==> src/rtl/updn_ctr_bnd.sv <==
// Bounded up/down counter with step, wrap-or-saturate mode,
// boundary event pulse and sticky configuration-error flag.
module updn_ctr_bnd #(
    parameter int               WIDTH   = 4,
    parameter logic [WIDTH-1:0] RST_VAL = '0
) (
    input  logic             clk,
    input  logic             reset,
    input  logic             load,
    input  logic [WIDTH-1:0] data,
    input  logic             cen,
    input  logic             up_dn,
    input  logic [WIDTH-1:0] step,
    input  logic [WIDTH-1:0] lo,
    input  logic [WIDTH-1:0] hi,
    input  logic             sat,
    output logic [WIDTH-1:0] count,
    output logic             tercnt,
    output logic             bnd_evt,
    output logic             err
);

    logic [WIDTH-1:0] count_q, count_d;
    logic             bnd_evt_q, bnd_evt_d;
    logic             err_q, err_d;

    logic             cfg_bad;
    logic             in_rng;
    logic [WIDTH:0]   up_nxt;
    logic [WIDTH:0]   lo_plus;
    logic [WIDTH-1:0] span_w;
    logic [WIDTH-1:0] clamped;

    assign cfg_bad = (lo > hi) || (step > (hi - lo));
    assign in_rng  = (count_q >= lo) && (count_q <= hi);
    assign up_nxt  = {1'b0, count_q} + {1'b0, step};
    assign lo_plus = {1'b0, lo} + {1'b0, step};
    // Modular W-bit span is exact because wrapped results land in [lo,hi]
    assign span_w  = hi - lo + 1'b1;

    always_comb begin
        clamped = data;
        if (lo <= hi) begin
            if (data < lo)
                clamped = lo;
            else if (data > hi)
                clamped = hi;
        end
    end

    always_comb begin
        count_d   = count_q;
        bnd_evt_d = 1'b0;
        err_d     = err_q;
        if (!load) begin
            count_d = clamped;
            err_d   = 1'b0;
        end else if (cen) begin
            if (cfg_bad) begin
                err_d = 1'b1;
            end else if (!in_rng) begin
                count_d   = up_dn ? lo : hi;
                bnd_evt_d = 1'b1;
            end else if (step == '0) begin
                count_d = count_q;
            end else if (up_dn) begin
                if (up_nxt <= {1'b0, hi}) begin
                    count_d = up_nxt[WIDTH-1:0];
                end else begin
                    count_d   = sat ? hi : (count_q + step - span_w);
                    bnd_evt_d = 1'b1;
                end
            end else begin
                if ({1'b0, count_q} >= lo_plus) begin
                    count_d = count_q - step;
                end else begin
                    count_d   = sat ? lo : (count_q - step + span_w);
                    bnd_evt_d = 1'b1;
                end
            end
        end
    end

    always_ff @(posedge clk or negedge reset) begin
        if (!reset) begin
            count_q   <= RST_VAL;
            bnd_evt_q <= 1'b0;
            err_q     <= 1'b0;
        end else begin
            count_q   <= count_d;
            bnd_evt_q <= bnd_evt_d;
            err_q     <= err_d;
        end
    end

    assign count   = count_q;
    assign bnd_evt = bnd_evt_q;
    assign err     = err_q;
    assign tercnt  = (up_dn && (count_q == hi)) || (!up_dn && (count_q == lo));

endmodule

==> config.mk <==
export PLATFORM = sky130hd
export DESIGN_NAME = updn_ctr_bnd
export DESIGN_NICKNAME = d
export VERILOG_FILES = /design/src/rtl/updn_ctr_bnd.sv
export SDC_FILE = /design/constraint.sdc
export NUM_CORES = 1
export LEC_CHECK = 0
export CORE_ASPECT_RATIO = 0.8
export CORE_MARGIN = 1.5
export CORE_UTILIZATION = 51
export DETAILED_ROUTE_END_ITERATION = 8
export PLACE_DENSITY = 0.89
export RECOVER_POWER = 100
export SLEW_MARGIN = 20
export SYNTH_ARGS = -nofsm -noshare
export SYNTH_HDL_FRONTEND = slang
export SYNTH_SLANG_ARGS = --single-unit
==> constraint.sdc <==
create_clock -name clk -period 3.2 [get_ports clk]
set_input_delay 0.96 -clock clk [delete_from_list [all_inputs] [get_ports clk]]
set_output_delay 0.96 -clock clk [all_outputs]
set_load 0.05 [all_outputs]
==> results.ini <==
[setup_path]
path_delay_family=adder cells
worstPathRequired_ps=3310
crit_buf_inv=4
worstPathArrival_ps=4420
crit_path_max_fanout=2
r2r_setup_slack_ps=-420
path_cells=buf_12, inv_12, ha_4, inv_4, fa_2, ha_4, inv_4, fa_1, ha_1, a21o_1, a21oi_2, xnor2_2, xnor2_1, mux2i_1, o211ai_1, a221o_1
start_kind=input pin
cpPeakStageDelay_ps=600
crit_slowest_cell=fa_2
cp-end-kind=flop
path_class=in -> reg

[timing]
max_slew.worst_pin.slew_ps=706
timing.fmax_mhz=232
fin_crit_sh_pct=135
finalMaxSlewViolations=0
finalClockSkew_ps=3.84
fin_crit_ps=4310
hold-worst-slack_ps=589
fin_tns_setup_ps=-4100
maxSlewHeadroom_pct=52.8
grt_setup_unrepaired=true
setup_violations=7
final-hold-violation-count=0
setup_ws_ps=-1110

[detailed_routing]
ant_nets=0
drc=0
drt_iter0_drc=626
detail_route.wl_per_cell_um=28.0
viasPerCell=7.21
wirelength_mm=11.5
via_count=2956
dr.pass1.iters=9

[finish]
final_cells=410
regArea_um2=150
antenna_cells=0
multiInputGateArea_mm2=0.00216
layout-drive-gt1-share_pct=45.1
num-fill-cells=146
nets=437
syn_to_final_growth_pct=66.1

[synthesis]
synth_cell_types=48
yosys_warnings=0
syn-cell-area_mm2=0.00213
synthArstFlopShare_pct=100
ys.flop_type=dfrtp_1
synth_edf_count=0
ys_seq_area_share_pct=7.03
syn_inst=244
ys_top_cells_by_count=ha_1 (50), inv_1 (31), a21oi_1 (13)
synth.top_cell.area_share_pct=29.3
yosysMostFrequentCell=ha_1
synth_area_leaders=ha_1 (29%), fa_1 (7.5%), dfrtp_1 (7.0%), inv_1 (5.5%), mux2i_1 (4.2%)
yosys.area.top_type=ha_1
synth.avg_cell_area_um2=8.75
ys_ff_latch=6
syn_nets=324

[placement]
place_ws_ps=-1650
placed_cells=389
place.gp.congestion=1.02
port_buffers=28
dp_hpwl_mm=6.08

[flow_run]
drv_cap=0

[cts]
clkLatencyLatePin_ps=230
root_buffer=clkbuf_8
cts_sinks=6
cts_tree=yes
h-tree-depth=1
cts-buffers-inserted=3
cts_hold_buffers=0
cts.path.max_buffers=2
cts.clk_slew.worst_paths_ps=40

[floorplanning]
start_util_pct=54.7
fp.coreArea_mm2=0.00390
fp.dieH_um=60.9
dieArea_mm2=0.00458
io_pins=29
fp-row-count=20
die_w_um=75.3

[power_and_ir_drop]
cellPowerDensity_mw_per_mm2=603
p_leak_nw=1.70
worst_ir_drop_vdd_mv=0.401

[global_route]
grt_pass1_wl_mm=14.8
grt_usage_pct=45.9
grt_max_degree=11
overflow=0
grt_pass1_vias=2853
grt_antenna_before_repair=0

[run_status]
outcome=finished, violations left
violations=setup timing

[hold_path]
hold_path_class=reg -> reg

area by class of cell:
cell class	instances	area share, %
flip-flops and latches	6	4.24
clock buffers	3	1.16
multi-input cells	203	60.9
well taps	55	1.94
repair buffers	112	27.8
inverters	31	3.95
sequential cells by signal, indices dropped and copies added (netlist names):
name / count
count: 4
bnd_evt: 1
err: 1
worst reg2reg max path, cell delays in order, from the launching register on:
cell	delay, ps
dfrtp_1	480
ha_4	230
fa_1	620
ha_1	280
nor2b_1	170
o211ai_1	220
a21oi_2	140
nor2_1	370
buf_4	200
mux2i_1	270
o211ai_1	180
a311o_1	330
worst paths after layout:
check / start / to / cells past startpoint
min in group asynchronous: reset / err / 1
min: err / err / 2
min reg2reg: err / err / 2
max reg2reg: count[0] / count[2] / 11
max in group asynchronous: reset / count[2] / 1
max: hi[0] / count[3] / 16
stage by stage:
step	power [mW]	util (%)	area, µm²
floorplan	0.935	-	2180
global placement	1.38	76.8	3000
detailed placement	1.46	76.8	3000
CTS	1.77	88.1	3440
global route	2.22	90.8	3540
finish	2.14	90.8	3540
metal layers:
| metal | GRT usage, % | routed length [µm] | up-vias |
|---|---|---|---|
| met2 | 74.9 | 4700 | 361 |
| met3 | 10.8 | 1820 | 156 |
| met1 | 53.0 | 3640 | 1322 |
| met5 | 0 | 0 | - |
| li1 | - | - | 1117 |
| met4 | 33.2 | 1330 | 0 |
placed cells by master (no fill, tap or decap), drive strengths merged, types with 2 or more instances in the layout:
master,n
o2bb2ai,2
o21bai,3
fa,8
xnor3,2
clkdlybuf4s50,8
nand2b,5
mux2i,9
nor2b,6
nor2,10
clkbuf,5
a21o,9
o21a,3
buf,91
nand2,13
a221oi,2
xor2,6
a211oi,5
inv,30
xnor2,10
o211ai,7
nand4,2
and4,2
mux2,2
a21boi,2
ha,50
dlygate4sd3,7
a21oi,13
clkdlybuf4s15,3
dfrtp,6
a31oi,2
nor3,4
o21ai,11
logic make-up (layout without fill, tap and decap cells):
| logic type | after synthesis | in the layout | synth area share, % |
|---|---|---|---|
| AO/OA/AOI/OAI | 68 | 68 | 22.2 |
| adder cells (fa/ha/maj) | 58 | 58 | 36.8 |
| AND/OR/NAND/NOR | 47 | 47 | 11.6 |
| buffers and inverters | 35 | 146 | 7.33 |
| XOR/XNOR | 18 | 18 | 8.67 |
| multiplexers | 12 | 12 | 6.33 |
| flip-flops | 6 | 6 | 7.03 |
power by group:
group / switching [mW] / total [mW] / internal (mW)
registers: 0.0274 / 0.118 / 0.0905
clock network: 0.0405 / 0.122 / 0.0815
logic: 1.01 / 1.90 / 0.884
timing repair:
item / CTS / global route
endpoints found under the setup margin: 7 / 7
pin swaps: 44 / 32
gates cloned: 0 / 0
buffers inserted: 17 / 5
hold endpoints to repair: 0 / 0
resized for setup: 96 / 29
Power figures use the tool's default switching activity.
